<file path="src/rtl/pulse_stretcher.sv">
// pulse_stretcher: turns single-cycle trig events into stretched pulse_out
// levels of programmable width, separated by a programmable low gap.
// Events arriving while a pulse or gap is in progress are queued in a
// saturating 4-bit counter and replayed back to back; events that find the
// queue full are dropped and flagged in a sticky overflow bit.
module pulse_stretcher (
    input  logic       clk,
    input  logic       rst,
    input  logic       trig,
    input  logic [7:0] width,
    input  logic [7:0] gap,
    input  logic       clr_ovf,
    output logic       pulse_out,
    output logic       busy,
    output logic [3:0] pending,
    output logic       overflow
);

    typedef enum logic [1:0] {
        IDLE = 2'd0,
        HIGH = 2'd1,
        GAP  = 2'd2
    } state_t;

    localparam logic [3:0] PEND_MAX = 4'd15;

    state_t     state_q, state_d;
    logic [7:0] cnt_q, cnt_d;
    logic [3:0] pend_q, pend_d;
    logic       ovf_q, ovf_d;
    logic       pulse_q, pulse_d;
    logic       busy_q, busy_d;

    logic [7:0] widthEff;
    logic [7:0] gapEff;
    logic       enq;
    logic       deq;
    logic       drop;

    // Next-state logic: phase sequencing, queue bookkeeping and overflow flag.
    always_comb begin
        state_d  = state_q;
        cnt_d    = cnt_q;
        enq      = 1'b0;
        deq      = 1'b0;
        widthEff = (width == 8'd0) ? 8'd1 : width;
        gapEff   = (gap == 8'd0) ? 8'd1 : gap;

        case (state_q)
            IDLE: begin
                // The queue is always empty here, so a trig starts a pulse directly.
                if (trig) begin
                    state_d = HIGH;
                    cnt_d   = widthEff;
                end
            end
            HIGH: begin
                enq = trig;
                if (cnt_q <= 8'd1) begin
                    state_d = GAP;
                    cnt_d   = gapEff;
                end else begin
                    cnt_d = cnt_q - 8'd1;
                end
            end
            GAP: begin
                if (cnt_q <= 8'd1) begin
                    if (pend_q != 4'd0) begin
                        // Replay a queued event; a trig in this cycle joins the queue.
                        state_d = HIGH;
                        cnt_d   = widthEff;
                        deq     = 1'b1;
                        enq     = trig;
                    end else if (trig) begin
                        // Nothing queued: this trig is served by the pulse starting now.
                        state_d = HIGH;
                        cnt_d   = widthEff;
                    end else begin
                        state_d = IDLE;
                        cnt_d   = 8'd0;
                    end
                end else begin
                    cnt_d = cnt_q - 8'd1;
                    enq   = trig;
                end
            end
            default: begin
                state_d = IDLE;
                cnt_d   = 8'd0;
            end
        endcase

        // A dequeue in the same cycle frees a slot, so a full queue only drops
        // when nothing is leaving it.
        drop = enq && !deq && (pend_q == PEND_MAX);

        pend_d = pend_q;
        if (enq && !deq && (pend_q != PEND_MAX)) begin
            pend_d = pend_q + 4'd1;
        end else if (deq && !enq) begin
            pend_d = pend_q - 4'd1;
        end

        // A drop in the same cycle as a clear must leave the flag set.
        if (drop) begin
            ovf_d = 1'b1;
        end else if (clr_ovf) begin
            ovf_d = 1'b0;
        end else begin
            ovf_d = ovf_q;
        end

        pulse_d = (state_d == HIGH);
        busy_d  = (state_d != IDLE);
    end

    // State register with synchronous reset; reset overrides trig and clr_ovf.
    always_ff @(posedge clk) begin
        if (rst) begin
            state_q <= IDLE;
            cnt_q   <= 8'd0;
            pend_q  <= 4'd0;
            ovf_q   <= 1'b0;
            pulse_q <= 1'b0;
            busy_q  <= 1'b0;
        end else begin
            state_q <= state_d;
            cnt_q   <= cnt_d;
            pend_q  <= pend_d;
            ovf_q   <= ovf_d;
            pulse_q <= pulse_d;
            busy_q  <= busy_d;
        end
    end

    assign pulse_out = pulse_q;
    assign busy      = busy_q;
    assign pending   = pend_q;
    assign overflow  = ovf_q;

endmodule

</file>
<file path="config.mk">
export PLATFORM = sky130hd
export DESIGN_NAME = pulse_stretcher
export DESIGN_NICKNAME = d
export VERILOG_FILES = /design/src/rtl/pulse_stretcher.sv
export SDC_FILE = /design/constraint.sdc
export NUM_CORES = 1
export LEC_CHECK = 0
export ABC_AREA = 1
export ABC_CLOCK_PERIOD_IN_PS = 2200
export BUFFER_PORTS_ARGS = -buffer_cell sky130_fd_sc_hd__clkbuf_2
export CAP_MARGIN = 40
export CORE_ASPECT_RATIO = 1.2
export CORE_MARGIN = 2
export CORE_UTILIZATION = 39
export DETAILED_ROUTE_END_ITERATION = 8
export PLACE_DENSITY = 0.66
export RECOVER_POWER = 25
export SYNTH_ARGS = -nofsm -noshare
export SYNTH_HDL_FRONTEND = slang
export SYNTH_SLANG_ARGS = --single-unit
</file>
<file path="constraint.sdc">
create_clock -name clk -period 2.2 [get_ports clk]
set_input_delay 0 -clock clk [delete_from_list [all_inputs] [get_ports clk]]
set_output_delay 0 -clock clk [all_outputs]
set_load 0.01 [all_outputs]
</file>
### Yosys cells after proc, flatten, opt, wreduce, memory -nomap -nowiden

Index checks and enable logic that the tools add are counted.

* register bits: 17
* input port bits: 20
* word-level logic and storage cells: 53

* $add $sub $neg: 3
* $lt $le $gt $ge: 1
* equality and inequality tests: 6
* mux-type cells: 24
* reductions and logical operators: 13

Operator list (number)
* $mux W8: 7
* $pmux W8 S3: 1
* $logic_not A8 Y1: 2
* $mux W1: 9
* $le A8 B1 Y1 const B: 1
* $mux W4: 2
* $sub A8 B1 Y8 const B: 1
* $mux W2: 3
* $pmux W2 S3: 1
* $reduce_bool A2 Y1: 3
* $add A4 B1 Y4 const B: 1
* $eq A2 B1 Y1 const B: 2
* $eq A4 B4 Y1 const B: 1
* $logic_and A1 B1 Y1: 4
* $ne A4 B4 Y1 const B: 1
* $reduce_bool A4 Y1: 1
* $sub A4 B1 Y4 const B: 1
* $eq A2 B2 Y1 const B: 1
* $logic_not A1 Y1: 2
* $logic_not A2 Y1: 1
* $ne A2 B2 Y1 const B: 1
* $pmux W1 S2: 1

### Longest topological paths before layout

* depth after elaboration: 8
* gate-level depth with buffers: 15

### Worst setup path before layout

No wires, ideal clock.

* path type: reg2reg
* from: reg cnt_q[0]
* to: reg pend_q[3] (netlist: pending[3])
* library setup time: 115 ps
* data arrival time: 1989 ps
* setup slack: 96 ps
* cell stages (with the launch flop): 14
* path buffers: 0
* period minus slack after synthesis: 2104 ps
* cell sequence: dfxtp_1 inv_1 ha_1 nor2_1 nor2_2 nand2_4 nand2_1 nand3_2 nand3_2 ha_1 a21oi_1 nand4_1 a21oi_1 nor2_1

* cells in the longest elaborated chain, start to end: 7

Ends and longest elaborated chain
* start, declared: RTL line 28 `logic [7:0] cnt_q, cnt_d;`
* start signal, assigned: RTL line 128 `cnt_q <= cnt_d;`
* $le A8 B1 Y1 (*): RTL line 67 `if (cnt_q <= 8'd1) begin`
* $mux W1: RTL line 67
* $mux W1: RTL line 49 `case (state_q)`
* $logic_not A1 Y1: RTL line 98 `if (enq && !deq && (pend_q != PEND_MAX)) begin`
* $logic_and A1 B1 Y1 (2 in a row): RTL line 98
* $mux W4 / $reduce_bool A2 Y1 (equally long branches)
* end signal, assigned: RTL line 129 `pend_q <= pend_d;`
* end, declared: RTL line 29 `logic [3:0] pend_q, pend_d;`

Mark *: on every way between the ends. The rest lies on a longest branch, timed or not.
A chain may end at the register's enable or synchronous reset.

### Worst setup path after layout

Same ends and word-level chain as after synthesis.

==> results.md <==
- Status: complete, but fails checks
- Violated checks: DRC
- Minimum clock period: 2.10 ns
- Path depth of the worst reg2reg path: 14
- DR iter-0 viols: 52
- Clk pwr share: 15.9%
- Logic pwr share: 57.3%
- Max Freq: 476 MHz
- Reg2Reg Setup Slack: 0.1 ns
- CTS Buffer Depth: 2
- Synth Register Bits: 17
- Met1 usage: 20.2%
- Hold endpoint: cnt_q[1]
- Synth Area in XOR/XNOR: 1.25%
- RSZ-0062 raised after global routing: yes
- ANT nets after route: 0
- Sequential power share: 26.7%
- First-pass GRT wire length: 5780 um
- Gr busiest metal: met2
- Top post-synthesis cells by count: nand2_1, nor2_1, nand3_1
- Initial antenna violation count: 0
- Crit path DAT: 2.26 ns
- Unique masters post-synth: 32
- Placement Setup Slack: -0.0263 ns
- Rel. slew slack: 77.8%
- Root buf cell: clkbuf_8
- Async SR Flop Fraction: 0%
- Internal power: 827 uW
- Reg-to-reg endpoint: pending[3]
- Final count of negative-setup-slack endpoints: 0
- Starting Density: 41.4%
- Post-route DRC: 2
- Clock sink total: 17
- DR WL/cell: 12.0 um
- Total negative setup slack: 0 ns
- Design area: 1730 sq um
- CP required: 2.36 ns
- Main combinational cell family by area after synthesis: simple AND/OR/NAND/NOR gates
- Syn. warnings: 0
- Met2 Track Usage GR: 32.8%
- Adder-Cell Fraction of Synth Area: 8.54%
- Synth Area in Compound Gates: 12.5%
- Site row count: 23
- Vias per inst: 5.04
- Final hold violations: 0
- First-pass iteration count of the detailed router: 6
- Max-cap violations: 0
- WL final: 3500 um
- HPWL Detailed: 2780 um
- Nets@finish: 285
- Top cells by area, synth: dfxtp_1, nand2_1, nand3_1
- Die area: 4100 sq um
- Share of cells above drive strength 1: 27.5%
- Horiz. Die Dim: 58.8 um
- Pin count of the biggest net entering global routing: 15
- Final Cycle Share: 95.6%
- Top Ports: 27
- Mapped Cells: 217
- Critical path class: reg -> reg
- Hold Crit Class: in -> reg
- Seq/Total Area, Yosys: 24.2%
- CTS tree: done
- Hold Path Stages: 2
- FILL cells: 372
- Final Util: 50.8%
- Syn Std Cell Area: 1410 sq um
- TritonCTS Buffers: 3
- FF-to-FF Start: cnt_q[0]
- GR Layer Usage met3: 3.54%
- Net switching power figure: 686 uW
- CTS H-tree depth: 1
- Sw Ratio: 45.3%
- Post-synth net total: 246
- Number of synthesized flops with an enable pin: 0
- Clock-pin slew on the worst setup and hold paths: 0.07 ns
- Most frequent cell after synthesis: nand2_1
- DP Area: 1630 sq um
- Vias: 1472
- Slew Viols, Final: 0
- Worst setup margin: 0.0972 ns
- Die span in y: 69.8 um
- Core Footprint: 3400 sq um
- Final weighted congestion in routability-driven placement: 0.904
- Critical path endpoint category: flop
- Post-synthesis mux area share: 0%
- Worst VDD drop: 0.520 mV
- Worst skew pair latency: 0.26 ns
- Pwr dens: 876 nW/um^2
- LEAKAGE: 0.000817 uW
- Cell taking the most area after synthesis: dfxtp_1
- PortBufs: 26
- Syn avg cell area: 6.48 sq um
- Vias in the first global route: 1364
- CP max FO: 4
- Synth Area in Simple Gates: 44.2%
- Grt total ovfl: 0
- Antenna Cells: 0
- CP startpoint kind: flop
- Yosys top cell area share: 24.2%
- Worst slew pin tran: 0.333 ns
- Worst slack on hold paths: 0.122 ns
- Synth-to-layout area growth: 22.7%
- Fin Clk Skew: 0.00585 ns
- Gr usage total: 17.9%
- Top_reg_cell synth: dfxtp_1
- Worst Hold Launch: rst
==> kinds of logic (layout without fill, tap and decap cells) <==
logic type	count (synthesis)	after routing
compound gates	30	30
xor+xnor	2	2
fa+ha+maj	9	9
buf+inv	32	70
flops	17	17
simple gates	127	127
==> state kept, by name, summed over array words and instances (netlist names) <==
name       flops
cnt_q          8
pending        4
state_q        2
busy           1
overflow       1
pulse_out      1
==> timing repair <==
action / 4_1_cts / 5_1_grt
hold endpoints to repair: 1 / 0
pin swaps: 0 / 2
setup endpoints to repair: 1 / 2
cloned: 0 / 0
resized for setup: 1 / 6
setup buffers: 0 / 1
hold buffers: 1 / 0
==> through the flow <==
step | instances | total power (uW)
after floorplan | 217 | 1040
after global placement | 286 | 1260
after detailed placement | 286 | 1250
after CTS | 291 | 1500
after global routing | 292 | 1650
final | 292 | 1510
==> critical path, cell delays in order, from the launching register on <==
cell and delay [ns]:
dfxtp_2 0.36, inv_1 0.06, ha_1 0.23, nor2_2 0.14, nor2_2 0.07, nand2_4 0.08
nor2_4 0.05, nor2_4 0.12, nand3_4 0.10, ha_4 0.30, nand3_1 0.11, nand2_1 0.09
nand4_1 0.12, a21oi_2 0.14, nor2_1 0.05
==> placed cells by master, fill, tap and decap left out, types with 2 or more instances in the layout <==
cell / Yosys / final
clkbuf_8: 0 / 3
nand2_2: 4 / 4
a21oi_1: 10 / 8
o21ai_0: 6 / 6
nand2_4: 2 / 2
clkbuf_2: 0 / 22
dfxtp_1: 17 / 16
o21ai_1: 7 / 7
nand2_1: 52 / 52
ha_1: 8 / 7
or2_2: 2 / 2
nor2_1: 25 / 24
buf_4: 0 / 11
a21oi_2: 2 / 4
nand3_1: 24 / 24
clkbuf_1: 1 / 4
nand3_2: 3 / 2
inv_1: 23 / 23
o211ai_1: 3 / 3
nand4_1: 3 / 3
inv_2: 5 / 5
nor2_4: 3 / 3
nor2_2: 2 / 3
nand3b_1: 3 / 3
==> power groups by stage <==
stage	sequential, uW	combinational, uW	clock (uW)
finish	404	867	241
global placement	409	847	0
detailed placement	409	844	0
floorplan	415	628	0
global route	410	975	260
CTS	402	851	247
==> area by class of cell <==
cell class	count	area, sq um	area share (%)
sequential	17	342	19.8
multi-input combinational	168	968	56.1
inverter	28	105	6.09
clock buffer	3	41.3	2.39
tap	37	46.3	2.68
clock inverter	1	5.00	0.290
timing repair buffer	38	218	12.6
==> worst max path at each step <==
stage	startpoint	to	slack (ns)	depth (start not counted)
4_1_cts	cnt_q[0]	pending[3]	0.006	15
6_report	cnt_q[0]	pending[3]	0.1	14
3_5_place_dp	cnt_q[0]	pending[3]	-0.03	15
2_1_floorplan	cnt_q[0]	pending[3]	0.1	13
3_3_place_gp	cnt_q[0]	pending[3]	0.06	13
5_1_grt	cnt_q[0]	pending[2]	-0.08	14
==> metal layers <==
| metal | routed length [um] | part of all wire (%) |
|---|---|---|
| met5 | 0 | 0 |
| met4 | 40 | 1.1 |
| met3 | 129 | 3.7 |
| met2 | 1820 | 52 |
| met1 | 1510 | 43 |
No activity file was read; power rests on OpenSTA's default activity.
